## src/rtl/alu_types.sv

```systemverilog
// Shared ALU operation encodings used by the ALU and by every block that drives it.
package alu_types;

  localparam int ALU_OP_W = 4;

  typedef enum logic [3:0] {
    ALU_ADD    = 4'd0,
    ALU_SUB    = 4'd1,
    ALU_SLL    = 4'd2,
    ALU_SLT    = 4'd3,
    ALU_SLTU   = 4'd4,
    ALU_XOR    = 4'd5,
    ALU_SRL    = 4'd6,
    ALU_SRA    = 4'd7,
    ALU_OR     = 4'd8,
    ALU_AND    = 4'd9,
    ALU_PASS_B = 4'd10
  } alu_op_e;

endpackage

```

## src/rtl/rv32i_ctrl_pkg.sv

```systemverilog
// Control-FSM state codes, RV32I opcodes and datapath mux encodings
// shared by the multicycle controller and its ALU decoder.
package rv32i_ctrl_pkg;

  typedef enum logic [3:0] {
    S_FETCH     = 4'd0,
    S_DECODE    = 4'd1,
    S_MEM_ADDR  = 4'd2,
    S_EXECUTE_R = 4'd3,
    S_EXECUTE_I = 4'd4,
    S_JAL       = 4'd5,
    S_JALR      = 4'd6,
    S_BRANCH    = 4'd7,
    S_ALU_WB    = 4'd8,
    S_MEM_READ  = 4'd9,
    S_MEM_WRITE = 4'd10,
    S_MEM_WB    = 4'd11,
    S_LUI       = 4'd12,
    S_AUIPC     = 4'd13,
    S_ERROR     = 4'd15
  } state_e;

  localparam logic [6:0] OP_LOAD   = 7'b0000011;
  localparam logic [6:0] OP_STORE  = 7'b0100011;
  localparam logic [6:0] OP_R      = 7'b0110011;
  localparam logic [6:0] OP_IMM    = 7'b0010011;
  localparam logic [6:0] OP_JAL    = 7'b1101111;
  localparam logic [6:0] OP_JALR   = 7'b1100111;
  localparam logic [6:0] OP_BRANCH = 7'b1100011;
  localparam logic [6:0] OP_LUI    = 7'b0110111;
  localparam logic [6:0] OP_AUIPC  = 7'b0010111;

  localparam logic [1:0] SRC_A_PC     = 2'd0;
  localparam logic [1:0] SRC_A_PC_OLD = 2'd1;
  localparam logic [1:0] SRC_A_RS1    = 2'd2;

  localparam logic [1:0] SRC_B_RS2  = 2'd0;
  localparam logic [1:0] SRC_B_IMM  = 2'd1;
  localparam logic [1:0] SRC_B_FOUR = 2'd2;

  localparam logic [1:0] RES_ALUOUT = 2'd0;
  localparam logic [1:0] RES_MEM    = 2'd1;
  localparam logic [1:0] RES_ALU    = 2'd2;

  localparam logic [2:0] IMM_I = 3'd0;
  localparam logic [2:0] IMM_S = 3'd1;
  localparam logic [2:0] IMM_B = 3'd2;
  localparam logic [2:0] IMM_U = 3'd3;
  localparam logic [2:0] IMM_J = 3'd4;

  // States in which the controller waits on mem_ready.
  function automatic logic is_wait_state(state_e s);
    return (s == S_FETCH) || (s == S_MEM_READ) || (s == S_MEM_WRITE);
  endfunction

endpackage

```

## src/rtl/rv32i_alu_decoder.sv

```systemverilog
// Combinational ALU operation select from controller state and instruction fields.
module rv32i_alu_decoder
  import alu_types::*;
  import rv32i_ctrl_pkg::*;
#(
  parameter int ALU_CTRL_W = 4
) (
  input  state_e                state,
  input  logic [6:0]            opcode,
  input  logic [2:0]            funct3,
  input  logic                  funct7_5,
  output logic [ALU_CTRL_W-1:0] alu_control
);

  alu_op_e op;

  // funct7[5] selects SUB only for register-register ops; for shifts it picks SRA in both forms.
  always_comb begin
    op = ALU_ADD;
    case (state)
      S_EXECUTE_R, S_EXECUTE_I: begin
        case (funct3)
          3'b000:  op = (funct7_5 && (opcode == OP_R)) ? ALU_SUB : ALU_ADD;
          3'b001:  op = ALU_SLL;
          3'b010:  op = ALU_SLT;
          3'b011:  op = ALU_SLTU;
          3'b100:  op = ALU_XOR;
          3'b101:  op = funct7_5 ? ALU_SRA : ALU_SRL;
          3'b110:  op = ALU_OR;
          default: op = ALU_AND;
        endcase
      end
      S_BRANCH: begin
        case (funct3[2:1])
          2'b10:   op = ALU_SLT;
          2'b11:   op = ALU_SLTU;
          default: op = ALU_SUB;
        endcase
      end
      S_LUI:   op = ALU_PASS_B;
      default: op = ALU_ADD;
    endcase
  end

  assign alu_control = ALU_CTRL_W'(op);

endmodule

```

## src/rtl/rv32i_multicycle_controller.sv

```systemverilog
// Main control FSM for the multicycle RV32I datapath.
// Optional performance counters are built when RV32I_CONTROLLER_PERF_EN is defined.
//
// state     | meaning
// FETCH     | read instruction at PC, PC <= PC + 4 on mem_ready
// DECODE    | ALUOut <= PC_old + imm(B), dispatch on opcode
// MEM_ADDR  | ALUOut <= rs1 + imm (S for store, I for load)
// EXECUTE_R | ALUOut <= rs1 op rs2
// EXECUTE_I | ALUOut <= rs1 op imm(I)
// JAL       | rd <= PC_old + 4, PC <= PC_old + imm(J)
// JALR      | rd <= PC_old + 4, PC <= (rs1 + imm(I)) & ~1
// BRANCH    | compare rs1/rs2, PC <= ALUOut when taken
// ALU_WB    | rd <= ALUOut
// MEM_READ  | read at ALUOut, wait for mem_ready
// MEM_WRITE | write at ALUOut, wait for mem_ready
// MEM_WB    | rd <= memory data
// LUI       | rd <= imm(U)
// AUIPC     | rd <= PC_old + imm(U)
// ERROR     | sticky trap, left only through rst
module rv32i_multicycle_controller
  import alu_types::*;
  import rv32i_ctrl_pkg::*;
#(
  parameter int TIMEOUT_CYCLES = 16,
  parameter int ALU_CTRL_W     = 4,
  parameter int CNT_W          = 32
) (
  input  logic                  clk,
  input  logic                  rst,
  input  logic                  ena,
  input  logic [31:0]           instr,
  input  logic                  alu_zero,
  input  logic                  alu_lsb,
  input  logic                  mem_ready,
  output logic                  pc_ena,
  output logic                  ir_ena,
  output logic                  mem_src,
  output logic                  mem_wr_ena,
  output logic                  reg_write,
  output logic [1:0]            alu_src_a,
  output logic [1:0]            alu_src_b,
  output logic [1:0]            result_src,
  output logic [2:0]            imm_type,
  output logic [ALU_CTRL_W-1:0] alu_control,
  output logic [3:0]            state,
  output logic                  error
`ifdef RV32I_CONTROLLER_PERF_EN
  ,
  output logic [CNT_W-1:0]      cycle_count,
  output logic [CNT_W-1:0]      instret_count
`endif
);

  // The counter only has to reach TIMEOUT_CYCLES-1: the last not-ready cycle traps directly.
  localparam int TO_W = (TIMEOUT_CYCLES > 1) ? $clog2(TIMEOUT_CYCLES) : 1;
  localparam logic [TO_W-1:0] TO_LAST = TO_W'((TIMEOUT_CYCLES > 0) ? TIMEOUT_CYCLES - 1 : 0);

  state_e            state_q, state_d;
  logic [TO_W-1:0]   wait_cnt;
  logic [6:0]        opcode;
  logic [2:0]        funct3;
  logic              is_store;
  logic              timeout_hit;
  logic              branch_taken;
  logic              pc_raw, ir_raw, mw_raw, rw_raw;
  logic [ALU_CTRL_W-1:0] dec_alu;

  assign opcode      = instr[6:0];
  assign funct3      = instr[14:12];
  assign is_store    = (opcode == OP_STORE);
  assign timeout_hit = (TIMEOUT_CYCLES != 0) && (wait_cnt == TO_LAST);

  logic unused_instr;
  assign unused_instr = &{1'b0, instr[31], instr[29:15], instr[11:7]};

  // Branch condition from the ALU flags; the ALU runs SUB, SLT or SLTU to match.
  always_comb begin
    case (funct3)
      3'b000:         branch_taken = alu_zero;
      3'b001:         branch_taken = ~alu_zero;
      3'b100, 3'b110: branch_taken = alu_lsb;
      3'b101, 3'b111: branch_taken = ~alu_lsb;
      default:        branch_taken = 1'b0;
    endcase
  end

  // Next-state selection; a not-ready wait traps once the limit is reached.
  always_comb begin
    state_d = state_q;
    case (state_q)
      S_FETCH: begin
        if (mem_ready)        state_d = S_DECODE;
        else if (timeout_hit) state_d = S_ERROR;
      end
      S_DECODE: begin
        case (opcode)
          OP_LOAD, OP_STORE: state_d = S_MEM_ADDR;
          OP_R:              state_d = S_EXECUTE_R;
          OP_IMM:            state_d = S_EXECUTE_I;
          OP_JAL:            state_d = S_JAL;
          OP_JALR:           state_d = S_JALR;
          OP_BRANCH:         state_d = S_BRANCH;
          OP_LUI:            state_d = S_LUI;
          OP_AUIPC:          state_d = S_AUIPC;
          default:           state_d = S_ERROR;
        endcase
      end
      S_MEM_ADDR: state_d = is_store ? S_MEM_WRITE : S_MEM_READ;
      S_MEM_READ: begin
        if (mem_ready)        state_d = S_MEM_WB;
        else if (timeout_hit) state_d = S_ERROR;
      end
      S_MEM_WRITE: begin
        if (mem_ready)        state_d = S_FETCH;
        else if (timeout_hit) state_d = S_ERROR;
      end
      S_EXECUTE_R, S_EXECUTE_I: state_d = S_ALU_WB;
      S_ALU_WB, S_MEM_WB, S_JAL, S_JALR, S_BRANCH, S_LUI, S_AUIPC: state_d = S_FETCH;
      S_ERROR: state_d = S_ERROR;
      default: state_d = S_ERROR;
    endcase
  end

  // State and wait counter; everything holds while ena is low.
  always_ff @(posedge clk) begin
    if (rst) begin
      state_q  <= S_FETCH;
      wait_cnt <= '0;
    end else if (ena) begin
      state_q <= state_d;
      if ((state_d == state_q) && is_wait_state(state_q))
        wait_cnt <= wait_cnt + 1'b1;
      else
        wait_cnt <= '0;
    end
  end

  // Datapath enables and selects decoded from the current state.
  always_comb begin
    pc_raw     = 1'b0;
    ir_raw     = 1'b0;
    mw_raw     = 1'b0;
    rw_raw     = 1'b0;
    mem_src    = 1'b0;
    alu_src_a  = SRC_A_PC;
    alu_src_b  = SRC_B_RS2;
    result_src = RES_ALUOUT;
    imm_type   = IMM_I;
    if (!rst) begin
      case (state_q)
        S_FETCH: begin
          alu_src_b  = SRC_B_FOUR;
          result_src = RES_ALU;
          pc_raw     = mem_ready;
          ir_raw     = mem_ready;
        end
        S_DECODE: begin
          alu_src_a = SRC_A_PC_OLD;
          alu_src_b = SRC_B_IMM;
          imm_type  = IMM_B;
        end
        S_MEM_ADDR: begin
          alu_src_a = SRC_A_RS1;
          alu_src_b = SRC_B_IMM;
          imm_type  = is_store ? IMM_S : IMM_I;
        end
        S_MEM_READ: mem_src = 1'b1;
        S_MEM_WRITE: begin
          mem_src = 1'b1;
          mw_raw  = 1'b1;
        end
        S_MEM_WB: begin
          rw_raw     = 1'b1;
          result_src = RES_MEM;
        end
        S_EXECUTE_R: alu_src_a = SRC_A_RS1;
        S_EXECUTE_I: begin
          alu_src_a = SRC_A_RS1;
          alu_src_b = SRC_B_IMM;
        end
        S_ALU_WB: rw_raw = 1'b1;
        // The ALU forms the jump target; the link value PC_old + 4 reaches rd on its own path.
        S_JAL: begin
          alu_src_a  = SRC_A_PC_OLD;
          alu_src_b  = SRC_B_IMM;
          imm_type   = IMM_J;
          result_src = RES_ALU;
          pc_raw     = 1'b1;
          rw_raw     = 1'b1;
        end
        S_JALR: begin
          alu_src_a  = SRC_A_RS1;
          alu_src_b  = SRC_B_IMM;
          result_src = RES_ALU;
          pc_raw     = 1'b1;
          rw_raw     = 1'b1;
        end
        S_BRANCH: begin
          alu_src_a = SRC_A_RS1;
          pc_raw    = branch_taken;
        end
        S_LUI: begin
          alu_src_b  = SRC_B_IMM;
          imm_type   = IMM_U;
          result_src = RES_ALU;
          rw_raw     = 1'b1;
        end
        S_AUIPC: begin
          alu_src_a  = SRC_A_PC_OLD;
          alu_src_b  = SRC_B_IMM;
          imm_type   = IMM_U;
          result_src = RES_ALU;
          rw_raw     = 1'b1;
        end
        default: ;
      endcase
    end
  end

  assign pc_ena     = pc_raw & ena;
  assign ir_ena     = ir_raw & ena;
  assign mem_wr_ena = mw_raw & ena;
  assign reg_write  = rw_raw & ena;
  assign state      = state_q;
  assign error      = (state_q == S_ERROR);

  rv32i_alu_decoder #(
    .ALU_CTRL_W (ALU_CTRL_W)
  ) u_alu_decoder (
    .state       (state_q),
    .opcode      (opcode),
    .funct3      (funct3),
    .funct7_5    (instr[30]),
    .alu_control (dec_alu)
  );

  assign alu_control = rst ? ALU_CTRL_W'(ALU_ADD) : dec_alu;

`ifdef RV32I_CONTROLLER_PERF_EN
  // Cycle and retired-instruction counters; retirement is any return to FETCH.
  always_ff @(posedge clk) begin
    if (rst) begin
      cycle_count   <= '0;
      instret_count <= '0;
    end else if (ena) begin
      if (state_q != S_ERROR)
        cycle_count <= cycle_count + 1'b1;
      if ((state_q != S_FETCH) && (state_q != S_ERROR) && (state_d == S_FETCH))
        instret_count <= instret_count + 1'b1;
    end
  end
`else
  logic unused_cnt_w;
  assign unused_cnt_w = 1'(CNT_W);
`endif

endmodule

```

## config.mk

```make
export PLATFORM = sky130hd
export DESIGN_NAME = rv32i_multicycle_controller
export DESIGN_NICKNAME = d
export VERILOG_FILES = /design/src/rtl/alu_types.sv /design/src/rtl/rv32i_ctrl_pkg.sv /design/src/rtl/rv32i_alu_decoder.sv /design/src/rtl/rv32i_multicycle_controller.sv
export SDC_FILE = /design/constraint.sdc
export NUM_CORES = 1
export LEC_CHECK = 0
export BUFFER_PORTS_ARGS = -buffer_cell sky130_fd_sc_hd__buf_4
export CAP_MARGIN = 0
export CORE_MARGIN = 8
export CORE_UTILIZATION = 37
export CTS_CLUSTER_DIAMETER = 200
export DETAILED_ROUTE_END_ITERATION = 10
export PLACE_DENSITY = 0.66
export SLEW_MARGIN = 15
export SYNTH_ARGS = -nofsm -noshare
export SYNTH_HDL_FRONTEND = slang
export SYNTH_SLANG_ARGS = --single-unit
```

## constraint.sdc

```tcl
create_clock -name clk -period 3.7 [get_ports clk]
set_input_delay 0.185 -clock clk [delete_from_list [all_inputs] [get_ports clk]]
set_output_delay 0.185 -clock clk [all_outputs]
set_load 0.02 [all_outputs]
```

Yosys cells after proc, flatten, opt, wreduce, memory -nomap -nowiden
Index checks and enable logic that the tools add are counted.
- output and inout bits: 23
- register bits: 8
- logic and storage cells: 96
- input bits: 38
- multiplexer cells: 34
- bitwise logic cells: 6
- equal/unequal tests: 34
- add/subtract/negate cells: 1
- reduce and logical (&&, ||, !) cells: 19
- operators by type and width (kind ; number):
    4-bit one-hot mux with 7 select lines ; 2
    4-bit equality test (second input constant) ; 8
    4-bit one-hot mux with 8 select lines ; 1
    4-bit 2-to-1 mux ; 6
    7-bit by 6-bit equality test with 1-bit output (second input constant) ; 3
    7-bit equality test (second input constant) ; 3
    4-bit by 3-bit equality test with 1-bit output (second input constant) ; 4
    7-bit by 5-bit equality test with 1-bit output (second input constant) ; 2
    2-bit OR reduction ; 7
    7-bit OR reduction ; 2
    3-bit equality test (second input constant) ; 4
    1-bit 2-to-1 mux ; 12
    2-bit one-hot mux with 2 select lines ; 3
    3-bit one-hot mux with 4 select lines ; 1
    4-bit one-hot mux with 3 select lines ; 1
    5-bit OR reduction ; 2
    4-bit by 2-bit equality test with 1-bit output (second input constant) ; 2
    2-bit 2-to-1 mux ; 4
    7-bit by 2-bit equality test with 1-bit output (second input constant) ; 1
    3-bit by 2-bit equality test with 1-bit output (second input constant) ; 2
    3-bit one-hot mux with 2 select lines ; 1
    6-bit OR reduction ; 1
    4-bit by 1-bit adder with 4-bit output (second input constant) ; 1
    1-bit bitwise AND ; 4
    13 further kinds ; 17

Longest topological paths before layout
- depth after elaboration: 7
- gate-level depth with buffers: 9
- mapped depth without buffers: 8

Hierarchy
A second synthesis with hierarchy kept.
- cell total of the unflattened synthesis: 191
- area, all modules: 1356.3 um2
- by module, submodules not included (module ; cells each ; seq. area each (um2) ; area an instance (um2) ; instances):
    rv32i_multicycle_controller ; 163 ; 160.2 ; 1181.1 ; 1
    rv32i_alu_decoder ; 28 ; 0.0 ; 175.2 ; 1

Worst setup path before layout
No wires, ideal clock.
- path kind: register to output
- from: register state_q[2] (netlist: state[2])
- to: output port alu_control[0]
- setup slack: 1.333 ns
- stages on the path, launching flop included: 8
- buffers on the path: 2
- data required time: 3.515 ns
- data arrival time: 2.182 ns
- path through: dfxtp_1 > buf_2 > buf_2 > nor2b_1 > nand2_1 > a21oi_1 > nand2_1 > a311oi_1
- cells in the longest elaborated chain, start to end: 4
- elaborated cells between the ends (all ways): 7
- those cells by class: eq/ne (4); mux (2); reduce/logical (1)
- ends and longest elaborated chain (what ; RTL line ; source):
    start: declaration ; rv32i_multicycle_controller.sv:58 ; state_e state_q, state_d;
    start signal: assignment ; rv32i_multicycle_controller.sv:130 ; state_q <= state_d;
    4-bit by 2-bit equality test with 1-bit output / 4-bit by 3-bit equality test with 1-bit output (equally long branches) ; rv32i_alu_decoder.sv:20 ; case (state)
    2-bit OR reduction ; rv32i_alu_decoder.sv:20 ;
    4-bit one-hot mux with 3 select lines (*) ; rv32i_alu_decoder.sv:20 ;
    4-bit 2-to-1 mux (*) ; rv32i_multicycle_controller.sv:237 ; assign alu_control = rst ? ALU_CTRL_W'(ALU_ADD) : dec_alu;
    end: declaration ; rv32i_multicycle_controller.sv:44 ; output logic [ALU_CTRL_W-1:0] alu_control,
Mark *: on every way between the ends. The rest lies on a longest branch, timed or not.

Worst setup path in the final report
- from: register state_q[1] (netlist: state[1])
- to: output port alu_control[1]
The elaborated chain is that of the path after synthesis.

==> out/qor.log <==
[outcome] outcome completed
[floorplan] Starting Density 37.9%
[place] routability cong. 0.853
[sta] Peak Freq 361 MHz
[place] count of input and output buffers 39
[floorplan] Die Footprint 5520 sq um
[sta] final total negative setup slack 0 ns
[grt] number of global-route vias before repair 1,295
[synth] count of yosys warnings during synthesis 0
[route] WL per Instance 13.8 um
[worst_setup_path] crit path max-delay cell type sky130_fd_sc_hd__dfxtp_1
[synth] synthesized net count 228
[worst_hold_path] Tightest Hold Check Type input port to flop
[route] number of search-and-repair iterations in the first detailed-routing pass 4
[clock_tree] CTS-repair resized insts 0
[synth] share of the synthesized area in the top cell type 12.7%
[synth] most frequently used flop master after synthesis sky130_fd_sc_hd__dfxtp_1
[power_and_ir_drop] design internal power 0.203 mW
[route] # DRC 0
[power_and_ir_drop] switching power as a share of total power 41.4%
[worst_setup_path] worst path cell trace nor2b_1 > nand2_1 > a21oi_1 > nor4bb_1 > nor3_1 > nor2_1 > buf_4
[route] count of antenna-violating nets left after detailed routing 0
[synth] post-synthesis instance area 1260 sq um
[synth] share of the yosys chip area belonging to registers 12.7%
[power_and_ir_drop] Static Leak 0.598 nW
[synth] number of distinct standard cells referenced by the synthesized netlist 49
[final_layout] share of layout cells above drive strength 1 24.3%
[power_and_ir_drop] total power consumption of the routed design 0.347 mW
[worst_setup_path] CP Max Fanout 28
[clock_tree] clock-pin transition on the worst setup and hold timing paths 0.06 ns
[clock_tree] clock insertion delay at the later pin of the skew report 0.25 ns
[power_and_ir_drop] Power Density 227 nW/um^2
[sta] total count of hold-check failures in the final report 0
[power_and_ir_drop] portion of total power attributed to the clock network 19.2%
[worst_setup_path] crit path capture type primary output
[route] wire length after detailed routing 3.59 mm
[route] via count normalized by instance count 5.45
[clock_tree] Root Buffer Master sky130_fd_sc_hd__clkbuf_4
[final_layout] net total in the final layout 255
[place] minimum setup slack after placement 1.11 ns
[place] detailed-placement wirelength estimate 2.72 mm
[clock_tree] TritonCTS buffer count 3
[clock_tree] Max H-tree Level 1
[worst_setup_path] slowest cell delay on critical path 0.92 ns
[grt] first-pass GRT wire length 5.91 mm
[clock_tree] largest buffer count on any clock path 2
[clock_tree] number of clock sinks 8
[worst_setup_path] Req. time, crit path 3.51 ns
[sta] post-layout minimum cycle time 2.77 ns
[floorplan] I/O pin count 61
[floorplan] Die Span Y 74.3 um
[final_layout] layout overhead on the synthesized area 21.6%
[floorplan] FP Rows 21
[clock_tree] CTS tree done
[clock_tree] number of setup buffers added after CTS 0
[place] post-detailed-placement cell area 1510 sq um
[sta] final period utilization 74.8%
[worst_setup_path] startpoint class of the critical path flop
[floorplan] core outline area 3310 sq um
[final_layout] antenna cells 0
[floorplan] Die X 74.3 um
[power_and_ir_drop] part of the power in combinational logic 49.5%
[grt] overflow left after global routing 0
[sta] worst slack on hold paths 0.258 ns
[worst_setup_path] WP data arrival 2.58 ns
[clock_tree] hold-fix buffers at CTS 0
[grt] maximum number of pins on one net before global-route repair 29
[synth] top cell type by total area after synthesis sky130_fd_sc_hd__dfxtp_1
[sta] worst-case clock skew 0.00727 ns
[power_and_ir_drop] worst voltage drop across the vdd grid 0.119 mV
[job] maximum capacitance violations 0
[final_layout] Final Instance Area 1530 sq um
[sta] Max-slew headroom 38.5%
[power_and_ir_drop] Sw Pwr 0.144 mW
[synth] number of flops mapped to enable cells by yosys 0
[synth] FF+latch count, synth 8
[synth] largest cells by area after synthesis sky130_fd_sc_hd__dfxtp_1 13%, sky130_fd_sc_hd__nand2_1 7.8%, sky130_fd_sc_hd__a21oi_1 6.8%
[sta] setup slack of the critical path after layout 0.934 ns
[sta] measured slew at the worst slew-check pin 0.921 ns
[synth] average cell area after synthesis 6.65 sq um
[route] Vias 1,418
[synth] Post-synth ARST share 0%
[sta] Final setup viols 0
[grt] antenna violations before repair 0
[grt] GR Util All Layers 12.8%
[worst_setup_path] type of the worst setup path flop to primary output
[route] 1st-iter DRT viols 120
[power_and_ir_drop] register share of total power 31.3%
[synth] gate count of the mapped netlist 189
[sta] number of pins with negative max-slew slack in the final report 0
[sta] setup repair after global routing missed its margin no
## synth_stat cells (5+ instances only)
| library cell | instances |
|---|---|
| sky130_fd_sc_hd__dfxtp_1 | 8 |
| sky130_fd_sc_hd__nor2b_1 | 6 |
| sky130_fd_sc_hd__a211oi_1 | 7 |
| sky130_fd_sc_hd__nor3_1 | 8 |
| sky130_fd_sc_hd__clkbuf_1 | 5 |
| sky130_fd_sc_hd__nand3_1 | 5 |
| sky130_fd_sc_hd__nand2_1 | 26 |
| sky130_fd_sc_hd__buf_2 | 6 |
| sky130_fd_sc_hd__o21ai_0 | 6 |
| sky130_fd_sc_hd__nand2b_1 | 9 |
| sky130_fd_sc_hd__nand4_1 | 5 |
| sky130_fd_sc_hd__nor2_1 | 20 |
| sky130_fd_sc_hd__a31oi_1 | 6 |
| sky130_fd_sc_hd__a21oi_1 | 17 |
## cell type report
| class | instances | area, sq um |
|---|---|---|
| fillers | 365 | 1780 |
| clock buffers | 3 | 22.5 |
| inverters | 4 | 15.0 |
| flip-flops and latches | 8 | 160 |
| well taps | 46 | 57.6 |
| repair buffers | 40 | 300 |
| multi-input cells | 159 | 972 |
## through the flow
| step | cells | utilization [%] |
|---|---|---|
| 2_1_floorplan | 189 | - |
| 3_3_place_gp | 257 | 45.5 |
| 3_5_place_dp | 257 | 45.5 |
| 4_1_cts | 260 | 46.1 |
| 5_1_grt | 260 | 46.1 |
| 6_report | 260 | 46.1 |
## placed cells by master (no fill, tap or decap), types with 5 or more instances in the layout
master / n
sky130_fd_sc_hd__buf_4: 40
sky130_fd_sc_hd__nand2_1: 26
sky130_fd_sc_hd__nor2_1: 20
sky130_fd_sc_hd__a21oi_1: 17
sky130_fd_sc_hd__nand2b_1: 9
sky130_fd_sc_hd__nor3_1: 8
sky130_fd_sc_hd__dfxtp_1: 8
sky130_fd_sc_hd__a211oi_1: 7
sky130_fd_sc_hd__nor2b_1: 6
sky130_fd_sc_hd__o21ai_0: 6
sky130_fd_sc_hd__a31oi_1: 6
sky130_fd_sc_hd__nand4_1: 5
sky130_fd_sc_hd__nand3_1: 5
## final timing paths
check	start	to	slack (ns)	cells past startpoint
setup reg to reg	state[1]$_SDFFE_PP0P_	wait_cnt[3]$_SDFFE_PP0P_	1.08	7
setup / recovery	state[1]$_SDFFE_PP0P_	alu_control[1]	0.93	7
hold / removal	rst	wait_cnt[2]$_SDFFE_PP0P_	0.26	2
hold reg to reg	wait_cnt[1]$_SDFFE_PP0P_	wait_cnt[1]$_SDFFE_PP0P_	0.49	2
## logic make-up after synthesis
logic type	synth area share, %
multiplexers	0.896
flip-flops	12.7
adder cells (fa/ha/maj)	0.996
buffers and inverters	9.86
AND/OR/NAND/NOR	41.8
XOR/XNOR	2.09
AO/OA/AOI/OAI	31.6
## layer usage
metal	vias up	wire length [um]	global-route usage (%)
li1	743	-	-
met1	639	1610	16.1
met2	32	1750	22.2
met3	4	202	2.29
met4	0	25	2.61
met5	-	0	0
## flip-flops by register name (all words and copies together) (netlist names)
| name | flops |
|---|---|
| state | 4 |
| wait_cnt | 4 |
## power by group through the flow
stage | sequential (mW) | clock, mW | combinational (mW)
detailed placement | 0.110 | 0 | 0.172
CTS | 0.108 | 0.0675 | 0.173
finish | 0.109 | 0.0666 | 0.172
floorplan | 0.0985 | 0 | 0.137
global placement | 0.110 | 0 | 0.171
global route | 0.111 | 0.0701 | 0.190
## worst max-delay path: cells and delay by family (launching register included)
| family | cells | cell delay, ns |
|---|---|---|
| flip-flops | 1 | 0.92 |
| AND/OR/NAND/NOR | 5 | 0.85 |
| AO/OA/AOI/OAI | 1 | 0.41 |
| buffers and inverters | 1 | 0.15 |
(Power assumes the default switching activity.)
